$ cat src/rtl/afu_mmio_prmgmt_bridge.sv
// MMIO-to-prmgmt bridge: decodes CCI-P MMIO accesses into a small AFU register
// file and turns CTRL writes into single prmgmt transactions with ack/timeout.
module afu_mmio_prmgmt_bridge #(
   parameter logic [63:0] AFU_ID_L    = 64'h0,
   parameter logic [63:0] AFU_ID_H    = 64'h0,
   parameter logic [63:0] DFH_VALUE   = 64'h1000_0000_0000_0001,
   parameter int unsigned TIMEOUT_CYC = 1024
) (
   input  logic        i_pClk,
   input  logic        i_pck_cp2af_softReset,
   input  logic        i_mmio_rd_valid,
   input  logic        i_mmio_wr_valid,
   input  logic [15:0] i_mmio_addr,
   input  logic [1:0]  i_mmio_len,
   input  logic [8:0]  i_mmio_tid,
   input  logic [63:0] i_mmio_wdata,
   output logic        o_mmio_rsp_valid,
   output logic [8:0]  o_mmio_rsp_tid,
   output logic [63:0] o_mmio_rsp_data,
   output logic [1:0]  o_prmgmt_cmd,
   output logic [15:0] o_prmgmt_addr,
   output logic [31:0] o_prmgmt_din,
   input  logic [31:0] i_prmgmt_dout,
   input  logic        i_prmgmt_ack
);

   typedef enum logic [1:0] {
      ST_IDLE = 2'b00,
      ST_WAIT = 2'b01,
      ST_DONE = 2'b10
   } state_t;

   localparam logic [15:0] TMO_LAST = 16'(TIMEOUT_CYC - 1);
   localparam logic [31:0] TMO_DATA = 32'hDEAD_BEEF;

   state_t      r_state;
   state_t      w_state_nxt;

   logic [15:0] r_ctrl_addr;
   logic        r_ctrl_wr;
   logic        r_ctrl_rd;
   logic        r_illegal;
   logic        r_timeout;
   logic        r_done;
   logic        r_busy;
   logic [31:0] r_wdata;
   logic [31:0] r_rdata;
   logic [63:0] r_scratch;
   logic [15:0] r_cnt;

   logic [1:0]  r_pm_cmd;
   logic [15:0] r_pm_addr;
   logic [31:0] r_pm_din;

   logic        r_rd1_valid;
   logic [8:0]  r_rd1_tid;
   logic [63:0] r_rd1_data;
   logic        r_rsp_valid;
   logic [8:0]  r_rsp_tid;
   logic [63:0] r_rsp_data;

   logic [14:0] w_idx;
   logic        w_is_wr;
   logic        w_ctrl_wr;
   logic        w_rise_wr;
   logic        w_rise_rd;
   logic        w_launch;
   logic        w_illegal_set;
   logic        w_tmo_hit;
   logic [63:0] w_rd_reg;
   logic [63:0] w_rd_data;

   assign w_idx     = i_mmio_addr[15:1];
   assign w_is_wr   = i_mmio_wr_valid & (i_mmio_len == 2'b10);
   assign w_ctrl_wr = w_is_wr & (w_idx == 15'd6);
   assign w_tmo_hit = (r_cnt == TMO_LAST);

   // Launch decode: only a 0->1 edge of exactly one command bit from IDLE starts a transaction
   always_comb begin
      w_rise_wr     = w_ctrl_wr & i_mmio_wdata[16] & ~r_ctrl_wr;
      w_rise_rd     = w_ctrl_wr & i_mmio_wdata[17] & ~r_ctrl_rd;
      w_launch      = 1'b0;
      w_illegal_set = 1'b0;
      if (w_rise_wr || w_rise_rd) begin
         if ((w_rise_wr && w_rise_rd) || (r_state != ST_IDLE)) begin
            w_illegal_set = 1'b1;
         end else begin
            w_launch = 1'b1;
         end
      end else begin
         w_launch      = 1'b0;
         w_illegal_set = 1'b0;
      end
   end

   // FSM next-state logic
   always_comb begin
      w_state_nxt = r_state;
      case (r_state)
         ST_IDLE: begin
            if (w_launch) begin
               w_state_nxt = ST_WAIT;
            end else begin
               w_state_nxt = ST_IDLE;
            end
         end
         ST_WAIT: begin
            if (i_prmgmt_ack || w_tmo_hit) begin
               w_state_nxt = ST_DONE;
            end else begin
               w_state_nxt = ST_WAIT;
            end
         end
         ST_DONE: w_state_nxt = ST_IDLE;
         default: w_state_nxt = ST_IDLE;
      endcase
   end

   // FSM state register
   always_ff @(posedge i_pClk) begin
      if (i_pck_cp2af_softReset) begin
         r_state <= ST_IDLE;
      end else begin
         r_state <= w_state_nxt;
      end
   end

   // Register file, status bits and prmgmt transaction outputs
   always_ff @(posedge i_pClk) begin
      if (i_pck_cp2af_softReset) begin
         r_ctrl_addr <= 16'h0;
         r_ctrl_wr   <= 1'b0;
         r_ctrl_rd   <= 1'b0;
         r_illegal   <= 1'b0;
         r_timeout   <= 1'b0;
         r_done      <= 1'b0;
         r_busy      <= 1'b0;
         r_wdata     <= 32'h0;
         r_rdata     <= 32'h0;
         r_scratch   <= 64'h0;
         r_cnt       <= 16'h0;
         r_pm_cmd    <= 2'b00;
         r_pm_addr   <= 16'h0;
         r_pm_din    <= 32'h0;
      end else begin
         if (w_is_wr) begin
            case (w_idx)
               15'd6: begin
                  r_ctrl_addr <= i_mmio_wdata[15:0];
                  r_ctrl_wr   <= i_mmio_wdata[16];
                  r_ctrl_rd   <= i_mmio_wdata[17];
               end
               15'd7:   r_wdata   <= i_mmio_wdata[31:0];
               15'd9:   r_scratch <= i_mmio_wdata;
               default: ;
            endcase
         end

         if (w_launch) begin
            r_illegal <= 1'b0;
         end else if (w_illegal_set) begin
            r_illegal <= 1'b1;
         end

         case (r_state)
            ST_IDLE: begin
               if (w_launch) begin
                  r_pm_addr <= i_mmio_wdata[15:0];
                  r_pm_din  <= r_wdata;
                  r_pm_cmd  <= {w_rise_rd, w_rise_wr};
                  r_busy    <= 1'b1;
                  r_done    <= 1'b0;
                  r_timeout <= 1'b0;
                  r_cnt     <= 16'h0;
               end
            end
            ST_WAIT: begin
               // ack has priority over a timeout landing on the same cycle
               if (i_prmgmt_ack) begin
                  if (r_pm_cmd[1]) begin
                     r_rdata <= i_prmgmt_dout;
                  end
                  r_pm_cmd <= 2'b00;
                  r_busy   <= 1'b0;
                  r_done   <= 1'b1;
               end else if (w_tmo_hit) begin
                  r_rdata   <= TMO_DATA;
                  r_timeout <= 1'b1;
                  r_pm_cmd  <= 2'b00;
                  r_busy    <= 1'b0;
                  r_done    <= 1'b1;
               end else begin
                  r_cnt <= r_cnt + 16'd1;
               end
            end
            ST_DONE: ;
            default: r_pm_cmd <= 2'b00;
         endcase
      end
   end

   // Read decode sees pre-update register values
   always_comb begin
      w_rd_reg = 64'h0;
      case (w_idx)
         15'd0:   w_rd_reg = DFH_VALUE;
         15'd1:   w_rd_reg = AFU_ID_L;
         15'd2:   w_rd_reg = AFU_ID_H;
         15'd6:   w_rd_reg = {32'h0, r_busy, r_done, r_timeout, r_illegal, 10'h0,
                              r_ctrl_rd, r_ctrl_wr, r_ctrl_addr};
         15'd7:   w_rd_reg = {32'h0, r_wdata};
         15'd8:   w_rd_reg = {32'h0, r_rdata};
         15'd9:   w_rd_reg = r_scratch;
         default: w_rd_reg = 64'h0;
      endcase
   end

   // 32-bit reads return the addressed half in the low word
   always_comb begin
      w_rd_data = 64'h0;
      if (i_mmio_len == 2'b10) begin
         w_rd_data = w_rd_reg;
      end else if (i_mmio_addr[0]) begin
         w_rd_data = {32'h0, w_rd_reg[63:32]};
      end else begin
         w_rd_data = {32'h0, w_rd_reg[31:0]};
      end
   end

   // Two-stage read response pipeline
   always_ff @(posedge i_pClk) begin
      if (i_pck_cp2af_softReset) begin
         r_rd1_valid <= 1'b0;
         r_rd1_tid   <= 9'h0;
         r_rd1_data  <= 64'h0;
         r_rsp_valid <= 1'b0;
         r_rsp_tid   <= 9'h0;
         r_rsp_data  <= 64'h0;
      end else begin
         r_rd1_valid <= i_mmio_rd_valid;
         if (i_mmio_rd_valid) begin
            r_rd1_tid  <= i_mmio_tid;
            r_rd1_data <= w_rd_data;
         end
         r_rsp_valid <= r_rd1_valid;
         if (r_rd1_valid) begin
            r_rsp_tid  <= r_rd1_tid;
            r_rsp_data <= r_rd1_data;
         end
      end
   end

   assign o_mmio_rsp_valid = r_rsp_valid;
   assign o_mmio_rsp_tid   = r_rsp_tid;
   assign o_mmio_rsp_data  = r_rsp_data;
   assign o_prmgmt_cmd     = r_pm_cmd;
   assign o_prmgmt_addr    = r_pm_addr;
   assign o_prmgmt_din     = r_pm_din;

endmodule
$ cat config.mk
export PLATFORM = sky130hd
export DESIGN_NAME = afu_mmio_prmgmt_bridge
export DESIGN_NICKNAME = d
export VERILOG_FILES = /design/src/rtl/afu_mmio_prmgmt_bridge.sv
export SDC_FILE = /design/constraint.sdc
export NUM_CORES = 1
export LEC_CHECK = 0
export CORE_UTILIZATION = 25
export DETAILED_ROUTE_END_ITERATION = 16
export MAX_ROUTING_LAYER = met4
export SETUP_SLACK_MARGIN = 0.4
export SLEW_MARGIN = 20
export SYNTH_ARGS = -nofsm -noshare
export SYNTH_HDL_FRONTEND = slang
export SYNTH_SLANG_ARGS = --single-unit
$ cat constraint.sdc
create_clock -name i_pClk -period 3.4 [get_ports i_pClk]
set_input_delay 0.34 -clock i_pClk [delete_from_list [all_inputs] [get_ports i_pClk]]
set_output_delay 0.34 -clock i_pClk [all_outputs]
set_load 0.05 [all_outputs]
==> results.py <==
metrics = {
    "global_route": {
        "met3_usage": 0.0319,
        "antenna_found_initial": 6,
        "gr-total-overflow": 0,
        "grt_pass1_wl_um": 72100,
        "track_usage": 0.170,
        "grt_pass1_vias": 12094,
        "grt_max_degree": 137,
        "busiest_layer": "met2",
        "met2_usage": 0.277,
        "met1_usage": 0.209,
    },
    "sta": {
        "hold_viol_final": 0,
        "timing.final.ws_setup_ns": 0.589,
        "period_needed_ns": 2.81,
        "fin_crit_sh": 0.827,
        "slew-limit-headroom": 0.312,
        "worst_slew_pin_slew_ns": 1.03,
        "fmax_ghz": 0.356,
        "rsz0062_at_grt": "no",
        "finalMaxSlewViolations": 0,
        "setup_viol_count_final": 0,
        "fin_worst_skew_ns": 0.0269,
        "setup_tns_ns": 0,
    },
    "critical_path": {
        "cp.arrival_ns": 3.23,
        "cp_max_fo": 36,
        "slowest_stage": "or4_1",
        "path_cells": "clkdlybuf4s50_1 -> or4_1 -> or4_4 -> or3_2 -> buf_4 -> mux2i_1 -> nor2_1",
        "crit_path_end_kind": "flip-flop",
        "cp-start-kind": "primary input",
        "r2r_end": "r_rdata[20]$_SDFFE_PP0P_",
        "worstSetupPathType": "primary input to flip-flop",
        "r2r_cells": 8,
        "required_ns": 3.82,
        "r2r_setup_slack_ns": 0.64,
        "regToRegStartpoint": "r_cnt[0]$_SDFFE_PP0P_",
        "slowest_delay_ns": 0.67,
    },
    "synth": {
        "ys_seq_elements": 366,
        "synthFlopType": "dfxtp_1",
        "synth_xor_area_frac": 0.00816,
        "post_synth_inst_count": 1642,
        "syn_nets": 1771,
        "synth-simple-area-share": 0.212,
        "synthMuxAreaShare": 0.0757,
        "async_flop_share": 0,
        "synth_top_family_by_area": "simple AND/OR/NAND/NOR gates",
        "avgSynthCellArea_um2": 8.49,
        "netlist_area_mm2": 0.0139,
        "synth_cell_types": 49,
        "synthAdderAreaFrac": 0.000897,
        "ys_warn_count": 0,
        "synth_compound_area_frac": 0.141,
        "synth_edf_count": 0,
        "ys_seq_area_frac": 0.525,
    },
    "power_and_ir_drop": {
        "peakVddDrop_mv": 0.315,
        "p_leak_nw": 6.26,
        "power_per_cell_area_mw_per_mm2": 488,
        "p_total_w": 0.00917,
    },
    "clock_network": {
        "cts_root_buf": "clkbuf_16",
        "cts_hold_buf": 0,
        "clock_latency_ns": 0.57,
        "cts-resized-gates": 0,
        "clock_sinks": 366,
        "numCtsBuffers": 42,
        "clkTransAtPathRegs_ns": 0.06,
        "cts_setup_buffers": 0,
        "cts_buffer_depth": 3,
        "cts_tree": "done",
        "h-tree-depth": 2,
    },
    "place": {
        "dp_hpwl_um": 33400,
        "place_congestion": 0.860,
        "portBuffers": 251,
        "dp_slack_ns": 0.0181,
    },
    "min_path": {
        "whs_path_depth": 2,
        "holdPathEnd": "o_mmio_rsp_data[17]$_SDFFE_PP0P_",
        "hold_path_class": "primary input to flip-flop",
        "holdCritStartpoint": "i_pck_cp2af_softReset",
    },
    "finish": {
        "fillCellCount": 5714,
        "finish.utilization": 0.341,
        "final_common_cell": "nand2_1",
        "drive_gt1_frac": 0.0857,
        "most-common-layout-cells": "nand2_1 (369), dfxtp_1 (365), clkdlybuf4s50_1 (249), a21oi_1 (212), nor2_1 (175)",
        "multi_input_area_mm2": 0.00616,
        "final-seq-area_mm2": 0.00733,
        "layout.nets": 1990,
        "layout-area-overhead-vs-synth_pct": 34.7,
    },
    "drt": {
        "vias": 12469,
        "drtIter0Drc": 837,
        "routed_wl_um": 48000,
        "drc": 0,
        "drtAntennaViolNets": 0,
        "first_pass_iters": 6,
        "via_per_inst": 4.72,
        "post_drt_wl_per_cell_um": 18.2,
    },
    "floorplan": {
        "io_pins": 252,
        "rows": 86,
        "die_area_mm2": 0.0567,
        "die_w_um": 238,
        "start_util": 0.253,
        "fp.dieH_um": 238,
        "core_mm2": 0.0551,
    },
    "status": {
        "status": "completed",
    },
    "run": {
        "max_cap_violations": 0,
    },
}
-- worst max-delay path: cells and delay by family --
| family | cells | cell delay [ns] |
|---|---|---|
| AND/OR/NAND/NOR | 4 | 1.95 |
| buffers and inverters | 2 | 0.73 |
| multiplexers | 1 | 0.20 |
-- where the power goes --
group | switching, W | total [W] | internal, W
clock | 0.00186 | 0.00442 | 0.00256
combinational | 0.000239 | 0.000439 | 0.000200
sequential | 0.00000872 | 0.00431 | 0.00430
-- state kept, by name (all words and copies together), names as in the netlist --
register	cells
o_mmio_rsp_data	64
r_rd1_data	64
r_scratch	64
o_prmgmt_din	32
r_rdata	32
r_wdata	32
o_prmgmt_addr	16
r_cnt	16
r_ctrl_addr	16
o_mmio_rsp_tid	9
r_rd1_tid	9
o_prmgmt_cmd	2
r_state	2
o_mmio_rsp_valid	1
r_busy	1
r_ctrl_rd	1
r_ctrl_wr	1
r_done	1
r_illegal	1
r_rd1_valid	1
r_timeout	1
-- cells by family after synthesis --
family / after synthesis
AOI/OAI and AO/OA: 332
xor gates and xnor gates: 13
adders and majority gates: 1
buffers and inverters: 130
DFF: 366
muxes: 103
and+or+nand+nor: 697
-- area by class of cell --
type	count	area share
sequential	366	0.390
multi-input combinational	1146	0.328
timing repair buffer	298	0.158
inverter	7	0.00140
clock inverter	16	0.00799
clock buffer	57	0.0638
antenna	5	0.000666
tap	748	0.0498
-- stage by stage --
stage	hold WS, ns	instance area, µm²	cells
after CTS	0.163	18800	2638
after global placement	0.435	17400	2565
final	0.170	18800	2643
after detailed placement	0.444	17400	2565
after floorplan	0.427	13900	1642
after global routing	0.183	18800	2643
-- synth_stat cells, types with 7 or more instances --
master,instances,share of area
buf_1,12,0.0032
clkbuf_1,100,0.027
mux2i_1,83,0.060
xor2_1,7,0.0044
a211oi_1,10,0.0054
o21ai_0,29,0.010
dfxtp_1,366,0.53
nor2b_1,39,0.017
nand3_1,15,0.0054
a22oi_1,32,0.017
nand2_1,369,0.099
a222oi_1,21,0.015
nor2_1,176,0.047
a31o_2,10,0.0063
nor3_1,52,0.019
mux2_2,20,0.016
a21oi_1,213,0.076
buf_2,7,0.0025
-- worst max-delay path by stage --
stage                                from                              to  slack, ns  depth (start not counted)
floorplan                 i_mmio_addr[11]  o_prmgmt_addr[10]$_SDFFE_PP0P_       0.79                          9
global placement           i_mmio_addr[6]  o_prmgmt_addr[14]$_SDFFE_PP0P_       0.04                          7
detailed placement         i_mmio_addr[6]  o_prmgmt_addr[14]$_SDFFE_PP0P_       0.02                          7
CTS                        i_mmio_addr[6]  o_prmgmt_addr[14]$_SDFFE_PP0P_       0.61                          7
global route        r_cnt[0]$_SDFFE_PP0P_        r_rdata[23]$_SDFFE_PP0P_       0.48                          8
finish                     i_mmio_addr[6]  o_prmgmt_addr[14]$_SDFFE_PP0P_       0.59                          7
-- per-layer routing --
| layer | vias up | share of wire |
|---|---|---|
| met5 | - | 0 |
| met4 | 0 | 0.029 |
| met3 | 69 | 0.051 |
| met2 | 357 | 0.48 |
| met1 | 6010 | 0.44 |
| li1 | 6033 | - |
(Power assumes the default switching activity.)
